===== config.mk =====
export PLATFORM = sky130hd
export DESIGN_NAME = pulse_receiver_capture
export DESIGN_NICKNAME = d
export VERILOG_FILES = /design/src/rtl/pulse_receiver_pkg.sv /design/src/rtl/pulse_receiver_fifo.sv /design/src/rtl/pulse_receiver_capture.sv
export SDC_FILE = /design/constraint.sdc
export NUM_CORES = 1
export LEC_CHECK = 0
export CAP_MARGIN = 20
export CORE_MARGIN = 1.5
export CORE_UTILIZATION = 31
export DETAILED_ROUTE_END_ITERATION = 7
export GPL_ROUTABILITY_DRIVEN = 1
export SKIP_CTS_REPAIR_TIMING = 1
export SLEW_MARGIN = 20
export SYNTH_ARGS = -nofsm -noshare
export SYNTH_HDL_FRONTEND = slang
export SYNTH_SLANG_ARGS = --single-unit

===== constraint.sdc =====
create_clock -name clk -period 3.9 [get_ports clk]
set_clock_uncertainty 0.1 [all_clocks]
set_input_delay 0.39 -clock clk [delete_from_list [all_inputs] [get_ports clk]]
set_output_delay 0.39 -clock clk [all_outputs]
set_load 0.1 [all_outputs]

===== src/rtl/pulse_receiver_pkg.sv =====
// pulse_receiver_pkg
// Shared definitions for the pulse receiver capture peripheral: register offsets,
// CTRL/STATUS bit positions, FIFO entry field positions and capture FSM encoding.
package pulse_receiver_pkg;

  // Register offsets
  localparam logic [5:0] AddrCtrl   = 6'h00;
  localparam logic [5:0] AddrStatus = 6'h04;
  localparam logic [5:0] AddrFifo   = 6'h08;

  // CTRL bit positions
  localparam int unsigned CtrlEn         = 0;
  localparam int unsigned CtrlInvert     = 1;
  localparam int unsigned CtrlPinLsb     = 2;
  localparam int unsigned CtrlPrescLsb   = 8;
  localparam int unsigned CtrlFiltLsb    = 12;
  localparam int unsigned CtrlTimeoutLsb = 16;

  // Only defined CTRL fields are stored; reserved bits read back as 0.
  localparam logic [31:0] CtrlWrMask = 32'hFFFF_FF1F;

  // STATUS bit positions
  localparam int unsigned StsEmpty      = 0;
  localparam int unsigned StsFull       = 1;
  localparam int unsigned StsOverflow   = 2;
  localparam int unsigned StsFrameDone  = 3;
  localparam int unsigned StsOccLsb     = 4;
  localparam int unsigned StsIeOverflow = 8;
  localparam int unsigned StsIeFrame    = 9;

  // FIFO read-data field positions
  localparam int unsigned EntValid  = 31;
  localparam int unsigned EntEof    = 17;
  localparam int unsigned EntLevel  = 16;
  localparam int unsigned EntDurLsb = 0;

  typedef enum logic {
    StIdle    = 1'b0,
    StMeasure = 1'b1
  } state_t;

  // Occupancy field is 4 bits wide and saturates rather than wrapping.
  function automatic logic [3:0] sat_occ(input int unsigned count);
    return (count > 32'd15) ? 4'hF : 4'(count);
  endfunction

endpackage


===== src/rtl/pulse_receiver_fifo.sv =====
// pulse_receiver_fifo
// Synchronous single-clock FIFO for capture entries.
// A push while full is accepted only when a pop happens in the same cycle.
// A pop while empty is ignored. o_data always shows the head entry.
// Ports:
//   clk, rst          clock, asynchronous active-high reset
//   i_push, i_data    push request and entry
//   i_pop             pop request
//   o_data            head entry (undefined when empty)
//   o_full, o_empty   status
//   o_count           number of stored entries (0..DEPTH)
module pulse_receiver_fifo #(
  parameter int unsigned DEPTH = 8,
  parameter int unsigned WIDTH = 18
) (
  input  logic                     clk,
  input  logic                     rst,
  input  logic                     i_push,
  input  logic [WIDTH-1:0]         i_data,
  input  logic                     i_pop,
  output logic [WIDTH-1:0]         o_data,
  output logic                     o_full,
  output logic                     o_empty,
  output logic [$clog2(DEPTH):0]   o_count
);

  localparam int unsigned PtrW = $clog2(DEPTH);
  localparam logic [PtrW:0] CntFull = (PtrW + 1)'(DEPTH);
  localparam logic [PtrW:0] CntOne  = (PtrW + 1)'(1);
  localparam logic [PtrW-1:0] PtrOne = PtrW'(1);

  logic [WIDTH-1:0] r_mem [DEPTH];
  logic [PtrW-1:0]  r_wr_ptr;
  logic [PtrW-1:0]  r_rd_ptr;
  logic [PtrW:0]    r_count;

  logic w_do_push;
  logic w_do_pop;

  assign o_full  = (r_count == CntFull);
  assign o_empty = (r_count == '0);
  assign o_count = r_count;
  assign o_data  = r_mem[r_rd_ptr];

  assign w_do_pop  = i_pop && !o_empty;
  // When full, the pop frees the slot the push is about to fill.
  assign w_do_push = i_push && (!o_full || w_do_pop);

  always_ff @(posedge clk or posedge rst) begin
    if (rst) begin
      r_wr_ptr <= '0;
      r_rd_ptr <= '0;
      r_count  <= '0;
    end else begin
      if (w_do_push) r_wr_ptr <= r_wr_ptr + PtrOne;
      if (w_do_pop)  r_rd_ptr <= r_rd_ptr + PtrOne;
      case ({w_do_push, w_do_pop})
        2'b10:   r_count <= r_count + CntOne;
        2'b01:   r_count <= r_count - CntOne;
        default: r_count <= r_count;
      endcase
    end
  end

  // Storage needs no reset: entries are only visible while counted.
  always_ff @(posedge clk) begin
    if (w_do_push) r_mem[r_wr_ptr] <= i_data;
  end

endmodule


===== src/rtl/pulse_receiver_capture.sv =====
// pulse_receiver_capture
// TinyQV user peripheral measuring level durations on one ui_in pin and queueing
// (eof, level, duration) entries for software.
// Ports:
//   clk, rst         peripheral clock, asynchronous active-high reset
//   ui_in            input PMOD, pin selected by CTRL.pin
//   address          register offset (CTRL 0x00, STATUS 0x04, FIFO 0x08)
//   data_in          write data (32-bit writes only)
//   data_write_n     write size, 2'b11 = none, 2'b10 = 32-bit
//   data_read_n      read size, 2'b11 = none
//   data_out         combinational read data
//   data_ready       always 1
//   user_interrupt   overflow / frame_done gated by their enables
module pulse_receiver_capture
  import pulse_receiver_pkg::*;
#(
  parameter int unsigned FIFO_DEPTH = 8,
  parameter int unsigned DUR_W      = 16
) (
  input  logic        clk,
  input  logic        rst,
  input  logic [7:0]  ui_in,
  input  logic [5:0]  address,
  input  logic [31:0] data_in,
  input  logic [1:0]  data_write_n,
  input  logic [1:0]  data_read_n,
  output logic [31:0] data_out,
  output logic        data_ready,
  output logic        user_interrupt
);

  localparam int unsigned EntryW = DUR_W + 2;
  localparam int unsigned CntW   = $clog2(FIFO_DEPTH) + 1;
  localparam logic [DUR_W-1:0] DurMax = '1;

  // Registers
  logic [31:0]      r_ctrl;
  logic [1:0]       r_sync;
  logic             r_lvl;
  logic             r_lvl_prev;
  logic [3:0]       r_filt_cnt;
  logic [15:0]      r_presc_cnt;
  logic [DUR_W-1:0] r_dur;
  state_t           r_state;
  logic             r_overflow;
  logic             r_frame_done;
  logic [1:0]       r_irq_en;
  logic             r_fifo_rd_q;

  // CTRL fields
  logic        w_en;
  logic        w_invert;
  logic [2:0]  w_pin;
  logic [3:0]  w_presc;
  logic [3:0]  w_filt;
  logic [15:0] w_timeout;

  assign w_en      = r_ctrl[CtrlEn];
  assign w_invert  = r_ctrl[CtrlInvert];
  assign w_pin     = r_ctrl[CtrlPinLsb +: 3];
  assign w_presc   = r_ctrl[CtrlPrescLsb +: 4];
  assign w_filt    = r_ctrl[CtrlFiltLsb +: 4];
  assign w_timeout = r_ctrl[CtrlTimeoutLsb +: 16];

  // Register port decode
  logic w_wr32;
  logic w_wr_ctrl;
  logic w_wr_status;
  logic w_fifo_rd;
  logic w_pop;

  assign w_wr32      = (data_write_n == 2'b10);
  assign w_wr_ctrl   = w_wr32 && (address == AddrCtrl);
  assign w_wr_status = w_wr32 && (address == AddrStatus);
  assign w_fifo_rd   = (data_read_n != 2'b11) && (address == AddrFifo);
  // Pop only on the first cycle of a read access so a held strobe pops once.
  assign w_pop       = w_fifo_rd && !r_fifo_rd_q;

  // ---------------------------------------------------------------------------
  // Input conditioning: synchroniser, invert, glitch filter
  // ---------------------------------------------------------------------------
  logic w_sync_lvl;
  logic w_lvl_edge;

  assign w_sync_lvl = r_sync[1] ^ w_invert;
  assign w_lvl_edge = r_lvl ^ r_lvl_prev;

  always_ff @(posedge clk or posedge rst) begin
    if (rst) begin
      r_sync     <= 2'b00;
      r_lvl      <= 1'b0;
      r_lvl_prev <= 1'b0;
      r_filt_cnt <= 4'd0;
    end else begin
      r_sync     <= {r_sync[0], ui_in[w_pin]};
      r_lvl_prev <= r_lvl;
      if (w_sync_lvl != r_lvl) begin
        // Flip after filt+1 consecutive disagreeing cycles.
        if (r_filt_cnt == w_filt) begin
          r_lvl      <= w_sync_lvl;
          r_filt_cnt <= 4'd0;
        end else begin
          r_filt_cnt <= r_filt_cnt + 4'd1;
        end
      end else begin
        r_filt_cnt <= 4'd0;
      end
    end
  end

  // ---------------------------------------------------------------------------
  // Tick generation and duration counter
  // ---------------------------------------------------------------------------
  logic [15:0] w_presc_max;
  logic        w_tick;
  logic        w_clr_cnt;
  logic        w_run_cnt;

  assign w_presc_max = (16'd1 << w_presc) - 16'd1;
  assign w_tick      = (r_presc_cnt == w_presc_max);

  always_ff @(posedge clk or posedge rst) begin
    if (rst) begin
      r_presc_cnt <= 16'd0;
      r_dur       <= '0;
    end else if (w_clr_cnt) begin
      r_presc_cnt <= 16'd0;
      r_dur       <= '0;
    end else if (w_run_cnt) begin
      r_presc_cnt <= w_tick ? 16'd0 : r_presc_cnt + 16'd1;
      if (w_tick && (r_dur != DurMax)) r_dur <= r_dur + 1'b1;
    end
  end

  // ---------------------------------------------------------------------------
  // Capture FSM
  // ---------------------------------------------------------------------------
  state_t w_state_d;
  logic   w_push;
  logic   w_push_eof;
  logic   w_push_level;
  logic   w_frame_evt;
  logic   w_timeout_hit;

  // A saturated counter below a larger timeout never matches, so no eof.
  assign w_timeout_hit = (w_timeout != 16'd0) && (16'(r_dur) == w_timeout);

  always_ff @(posedge clk or posedge rst) begin
    if (rst) r_state <= StIdle;
    else     r_state <= w_state_d;
  end

  always_comb begin
    w_state_d    = r_state;
    w_push       = 1'b0;
    w_push_eof   = 1'b0;
    w_push_level = r_lvl;
    w_frame_evt  = 1'b0;
    w_clr_cnt    = 1'b0;
    w_run_cnt    = 1'b0;
    if (!w_en) begin
      w_state_d = StIdle;
      w_clr_cnt = 1'b1;
    end else begin
      unique case (r_state)
        StIdle: begin
          w_clr_cnt = 1'b1;
          if (w_lvl_edge) w_state_d = StMeasure;
        end
        StMeasure: begin
          w_run_cnt = 1'b1;
          if (w_lvl_edge) begin
            // r_lvl has already flipped; the finished level is the previous one.
            w_push       = 1'b1;
            w_push_level = r_lvl_prev;
            w_clr_cnt    = 1'b1;
          end else if (w_timeout_hit) begin
            w_push      = 1'b1;
            w_push_eof  = 1'b1;
            w_frame_evt = 1'b1;
            w_clr_cnt   = 1'b1;
            w_state_d   = StIdle;
          end
        end
        default: w_state_d = StIdle;
      endcase
    end
  end

  // ---------------------------------------------------------------------------
  // Entry FIFO
  // ---------------------------------------------------------------------------
  logic [EntryW-1:0] w_push_data;
  logic [EntryW-1:0] w_head;
  logic              w_full;
  logic              w_empty;
  logic [CntW-1:0]   w_count;
  logic              w_ovf_evt;

  assign w_push_data = {w_push_eof, w_push_level, r_dur};
  // A full FIFO still takes the push when a pop frees a slot this cycle.
  assign w_ovf_evt   = w_push && w_full && !w_pop;

  pulse_receiver_fifo #(
    .DEPTH (FIFO_DEPTH),
    .WIDTH (EntryW)
  ) u_fifo (
    .clk     (clk),
    .rst     (rst),
    .i_push  (w_push),
    .i_data  (w_push_data),
    .i_pop   (w_pop),
    .o_data  (w_head),
    .o_full  (w_full),
    .o_empty (w_empty),
    .o_count (w_count)
  );

  // ---------------------------------------------------------------------------
  // Registers: CTRL, STATUS sticky bits and enables, read-access tracking
  // ---------------------------------------------------------------------------
  always_ff @(posedge clk or posedge rst) begin
    if (rst) begin
      r_ctrl       <= 32'd0;
      r_overflow   <= 1'b0;
      r_frame_done <= 1'b0;
      r_irq_en     <= 2'b00;
      r_fifo_rd_q  <= 1'b0;
    end else begin
      r_fifo_rd_q <= w_fifo_rd;
      if (w_wr_ctrl) r_ctrl <= data_in & CtrlWrMask;
      if (w_wr_status) r_irq_en <= {data_in[StsIeFrame], data_in[StsIeOverflow]};
      // Hardware set wins over a same-cycle software clear.
      if (w_ovf_evt)                                 r_overflow <= 1'b1;
      else if (w_wr_status && data_in[StsOverflow])  r_overflow <= 1'b0;
      if (w_frame_evt)                               r_frame_done <= 1'b1;
      else if (w_wr_status && data_in[StsFrameDone]) r_frame_done <= 1'b0;
    end
  end

  // ---------------------------------------------------------------------------
  // Read mux and outputs
  // ---------------------------------------------------------------------------
  logic [31:0] w_status;
  logic [31:0] w_fifo_word;

  always_comb begin
    w_status                    = 32'd0;
    w_status[StsEmpty]          = w_empty;
    w_status[StsFull]           = w_full;
    w_status[StsOverflow]       = r_overflow;
    w_status[StsFrameDone]      = r_frame_done;
    w_status[StsOccLsb +: 4]    = sat_occ(32'(w_count));
    w_status[StsIeOverflow]     = r_irq_en[0];
    w_status[StsIeFrame]        = r_irq_en[1];
  end

  always_comb begin
    w_fifo_word = 32'd0;
    if (!w_empty) begin
      w_fifo_word[EntValid]         = 1'b1;
      w_fifo_word[EntEof]           = w_head[EntryW-1];
      w_fifo_word[EntLevel]         = w_head[EntryW-2];
      w_fifo_word[EntDurLsb +: 16]  = 16'(w_head[DUR_W-1:0]);
    end
  end

  always_comb begin
    data_out = 32'd0;
    case (address)
      AddrCtrl:   data_out = r_ctrl;
      AddrStatus: data_out = w_status;
      AddrFifo:   data_out = w_fifo_word;
      default:    data_out = 32'd0;
    endcase
  end

  assign data_ready     = 1'b1;
  assign user_interrupt = (r_overflow & r_irq_en[0]) | (r_frame_done & r_irq_en[1]);

endmodule


==> metrics.txt <==
# TYPE chip_impl_metric gauge
chip_impl_metric{name="path_clk_slew",unit="ps"} 60
chip_impl_metric{name="syn-cell-area",unit="sq um"} 10400
chip_impl_metric{name="finish.net_count",unit=""} 890
chip_impl_info{name="synthTopCellsByArea",value="sky130_fd_sc_hd__edfxtp_1 (42%), sky130_fd_sc_hd__dfrtp_1 (21%), sky130_fd_sc_hd__mux4_2 (8.3%)"} 1
chip_impl_info{name="synth_top_area_cell",value="sky130_fd_sc_hd__edfxtp_1"} 1
chip_impl_info{name="regToRegEndpoint",value="r_dur[10]"} 1
chip_impl_metric{name="cts_made_buffers",unit=""} 24
chip_impl_metric{name="total_half_perimeter_wirelength_after_legalization_and_detailed_placement",unit="um"} 16900
chip_impl_metric{name="vias",unit=""} 6383
chip_impl_metric{name="postLayoutCoreUtil",unit="%"} 40.6
chip_impl_metric{name="worst-path-max-fanout",unit=""} 18
chip_impl_metric{name="grt.met2_usage",unit="%"} 23.7
chip_impl_metric{name="syn_inst",unit=""} 715
chip_impl_metric{name="vias_per_cell",unit=""} 4.96
chip_impl_info{name="startpoint_type",value="register"} 1
chip_impl_info{name="run_status",value="complete, no violations"} 1
chip_impl_metric{name="placed_inst_area",unit="sq um"} 12400
chip_impl_metric{name="grt_start_max_net_pins",unit=""} 34
chip_impl_metric{name="share_comb_of_total_power",unit="%"} 17.1
chip_impl_metric{name="max_clock_freq",unit="MHz"} 267
chip_impl_metric{name="cts_htree_levels",unit=""} 1
chip_impl_metric{name="switching_share",unit="%"} 24.5
chip_impl_metric{name="post-place-ws",unit="ps"} -4.06
chip_impl_metric{name="worstPathArrival",unit="ps"} 4070
chip_impl_metric{name="antennaDiodeCount",unit=""} 0
chip_impl_metric{name="initial_utilization",unit="%"} 31.7
chip_impl_metric{name="track_usage",unit="%"} 14.4
chip_impl_metric{name="layout_setup_ws",unit="ps"} 158
chip_impl_metric{name="die-height",unit="um"} 186
chip_impl_metric{name="yosysUniqueCellTypes",unit=""} 63
chip_impl_metric{name="power_density_over_the_cells",unit="nW/um^2"} 473
chip_impl_metric{name="final-instance-count-excl-fill",unit=""} 1287
chip_impl_metric{name="clock-sinks",unit=""} 229
chip_impl_info{name="critical_path_class",value="reg2reg"} 1
chip_impl_metric{name="ys_warn_count",unit=""} 0
chip_impl_metric{name="drt_first_pass_iters",unit=""} 5
chip_impl_metric{name="dp.cells",unit=""} 1243
chip_impl_metric{name="internal_power",unit="mW"} 4.73
chip_impl_metric{name="finalWorstPathRequiredPeriod",unit="ps"} 3740
chip_impl_metric{name="globalRouteOverflowTotal",unit=""} 0
chip_impl_metric{name="setup.reg_to_reg.worst_slack",unit="ps"} 160
chip_impl_metric{name="first_iteration_detailed_routing_drc_count",unit=""} 434
chip_impl_metric{name="drive_above_1_share",unit="%"} 25.7
chip_impl_info{name="grt_setup_unrepaired",value="false"} 1
chip_impl_metric{name="gr-usage-met3",unit="%"} 1.66
chip_impl_metric{name="grt_use_met1",unit="%"} 20.6
chip_impl_metric{name="max-clock-path-buffers",unit=""} 3
chip_impl_info{name="worstHoldPathType",value="in2async"} 1
chip_impl_metric{name="drt-wirelength-per-cell",unit="um"} 19.1
chip_impl_metric{name="place_congestion",unit=""} 0.780
chip_impl_info{name="crit_path_end_kind",value="register"} 1
chip_impl_metric{name="synth.net_count",unit=""} 777
chip_impl_info{name="cts_tree",value="done"} 1
chip_impl_metric{name="final_cell_area",unit="sq um"} 13300
chip_impl_metric{name="antenna_found_initial",unit=""} 0
chip_impl_info{name="rr_startpoint",value="r_ctrl[9]"} 1
chip_impl_metric{name="synth.avg_cell_area",unit="sq um"} 14.5
chip_impl_metric{name="core_area",unit="sq um"} 32700
chip_impl_metric{name="p_sw",unit="mW"} 1.54
chip_impl_metric{name="detail-route-antenna-nets",unit=""} 0
chip_impl_metric{name="final_layout_worst_hold_slack",unit="ps"} 135
chip_impl_metric{name="remaining_drc_errors",unit=""} 0
chip_impl_info{name="yosys.cell_count.top_type",value="sky130_fd_sc_hd__edfxtp_1"} 1
chip_impl_metric{name="finalSetupViolations",unit=""} 0
chip_impl_metric{name="max-cap-violations",unit=""} 0
chip_impl_info{name="synth_commonest_cells",value="sky130_fd_sc_hd__edfxtp_1 (144), sky130_fd_sc_hd__dfrtp_1 (85), sky130_fd_sc_hd__nor2_1 (41)"} 1
chip_impl_metric{name="clock_latency",unit="ps"} 520
chip_impl_metric{name="ir_drop",unit="mV"} 0.336
chip_impl_metric{name="postSynthRegisterBits",unit=""} 229
chip_impl_metric{name="synth_largest_type_area_fraction",unit="%"} 41.7
chip_impl_metric{name="power.static_leakage",unit="nW"} 4.79
chip_impl_metric{name="grt_pass1_vias",unit=""} 6321
chip_impl_metric{name="placement_row_count",unit=""} 66
chip_impl_metric{name="io-pin-count",unit=""} 86
chip_impl_metric{name="synth_seq_area_share",unit="%"} 62.2
chip_impl_metric{name="worst-slew-pin-transition",unit="ps"} 995
chip_impl_metric{name="final_hold_viol_count",unit=""} 0
chip_impl_metric{name="power.sequential.fraction",unit="%"} 44.1
chip_impl_metric{name="dieWidth",unit="um"} 186
chip_impl_metric{name="design.die.area",unit="sq um"} 34600
chip_impl_metric{name="wire_length_of_the_first_global_routing_pass",unit="um"} 37600
chip_impl_metric{name="async_flop_share",unit="%"} 37.1
chip_impl_info{name="synthFlopType",value="sky130_fd_sc_hd__edfxtp_1"} 1
chip_impl_info{name="grt.busiest_layer",value="met2"} 1
chip_impl_metric{name="drv_slew",unit=""} 0
chip_impl_metric{name="worstPathRequired",unit="ps"} 4220
chip_impl_metric{name="max_slew_margin",unit="%"} 33.5
chip_impl_metric{name="syn2layout_area_growth",unit="%"} 28.0
chip_impl_info{name="cts-root-buf",value="sky130_fd_sc_hd__clkbuf_16"} 1
chip_impl_metric{name="drt_wl_total",unit="um"} 24600
chip_impl_metric{name="timing.reg2reg.worst_path_depth",unit=""} 11
chip_impl_metric{name="final_min_period_over_clock_period",unit="%"} 95.9
chip_impl_metric{name="io_buffer_count",unit=""} 81
chip_impl_metric{name="synth_enable_flop_cells",unit=""} 144
chip_impl_metric{name="clockPowerShare",unit="%"} 38.7
## cell usage in the layout (no fill, tap or decap), types with 3 or more instances in the layout
cell                              count
sky130_fd_sc_hd__or2_2                4
sky130_fd_sc_hd__nor3_2               3
sky130_fd_sc_hd__nand2_1             36
sky130_fd_sc_hd__xnor2_1             28
sky130_fd_sc_hd__nor2_1              41
sky130_fd_sc_hd__or3_1               10
sky130_fd_sc_hd__bufinv_16            5
sky130_fd_sc_hd__a21o_1               4
sky130_fd_sc_hd__nand4_1             14
sky130_fd_sc_hd__o21ai_0             21
sky130_fd_sc_hd__nor4_1              16
sky130_fd_sc_hd__mux2_2              36
sky130_fd_sc_hd__o21ai_2              5
sky130_fd_sc_hd__and3_1               8
sky130_fd_sc_hd__o21a_1               4
sky130_fd_sc_hd__mux2i_1             20
sky130_fd_sc_hd__a22oi_1              6
sky130_fd_sc_hd__clkdlybuf4s50_1     49
sky130_fd_sc_hd__clkbuf_1             4
sky130_fd_sc_hd__and2_1              14
sky130_fd_sc_hd__clkbuf_16           25
sky130_fd_sc_hd__dfrtp_1             84
sky130_fd_sc_hd__mux4_2              38
sky130_fd_sc_hd__inv_1               12
sky130_fd_sc_hd__xor2_1              30
sky130_fd_sc_hd__clkinv_1             5
sky130_fd_sc_hd__a21oi_1             13
sky130_fd_sc_hd__edfxtp_1           144
sky130_fd_sc_hd__buf_12              40
sky130_fd_sc_hd__ha_1                 8
sky130_fd_sc_hd__buf_4               35
sky130_fd_sc_hd__or4_1                3
sky130_fd_sc_hd__nand3_1             17
sky130_fd_sc_hd__nor4b_4              4
sky130_fd_sc_hd__nor3_1               6
## through the flow
step | setup TNS [ps] | power [mW]
2_1_floorplan | -73250 | 3.57
3_5_place_dp | -4.06 | 3.90
6_report | 0 | 6.27
5_1_grt | 0 | 6.52
3_3_place_gp | 0 | 3.89
4_1_cts | 0 | 6.33
## worst max-delay path by stage
stage                    start                  to  slack, ps  depth (start not counted)
finish               r_ctrl[9]           r_dur[10]        160                         11
global placement    address[1]   u_fifo.o_count[3]         10                         13
floorplan           address[1]  u_fifo.r_mem[4][0]       -890                          7
detailed placement  address[1]   u_fifo.o_count[3]         -4                         13
global route         r_ctrl[9]           r_dur[10]         20                         11
CTS                  r_ctrl[9]           r_dur[10]         90                         11
## critical path: stages (launching register included)
cell and delay [ps]:
sky130_fd_sc_hd__dfrtp_1 390, sky130_fd_sc_hd__or3_4 420, sky130_fd_sc_hd__or2_2 310, sky130_fd_sc_hd__ha_4 190, sky130_fd_sc_hd__or4b_2 590, sky130_fd_sc_hd__o21ai_0 90, sky130_fd_sc_hd__a2bb2oi_1 120, sky130_fd_sc_hd__xnor2_2 180
sky130_fd_sc_hd__or4b_4 500, sky130_fd_sc_hd__buf_6 170, sky130_fd_sc_hd__or4_1 410, sky130_fd_sc_hd__a21oi_1 170
## routing by layer
metal  part of all wire, %  wire length [um]
met1                    46             11300
met2                    49             12000
met4                   1.3               313
met5                     0                 0
met3                   4.4              1080
## kinds of logic after synthesis
kind of cell             share of synthesized area [%]
AO/OA/AOI/OAI                                     4.02
XOR/XNOR                                          4.98
adder cells (fa/ha/maj)                           1.28
buffers and inverters                             2.17
flip-flops                                        62.2
multiplexers                                      14.2
other                                           0.0362
AND/OR/NAND/NOR                                   11.1
## sequential cells by signal, indices dropped and copies added, names as in the netlist, 2 cells and up
name / flops
r_dur: 16
u_fifo.o_count: 4
u_fifo.r_mem: 144
r_sync: 2
r_ctrl: 29
u_fifo.r_wr_ptr: 3
r_irq_en: 2
r_filt_cnt: 4
u_fifo.r_rd_ptr: 3
r_presc_cnt: 16
## power by group through the flow
stage	clock network (mW)	logic, mW	registers (mW)
6_report	2.43	1.07	2.77
5_1_grt	2.56	1.17	2.78
4_1_cts	2.47	1.08	2.77
3_5_place_dp	0	1.08	2.82
3_3_place_gp	0	1.07	2.82
2_1_floorplan	0	0.821	2.75
## area by class of cell
class                           count  area [sq um]
Timing Repair Buffer              125          1570
Inverter                           13          50.0
Clock buffer                       29           641
Sequential cell                   229          6450
Tap cell                          442           553
Multi-Input combinational cell    435          3810
Clock inverter                     14           199
Fill cell                        3050         19400
(Power assumes the default switching activity.)
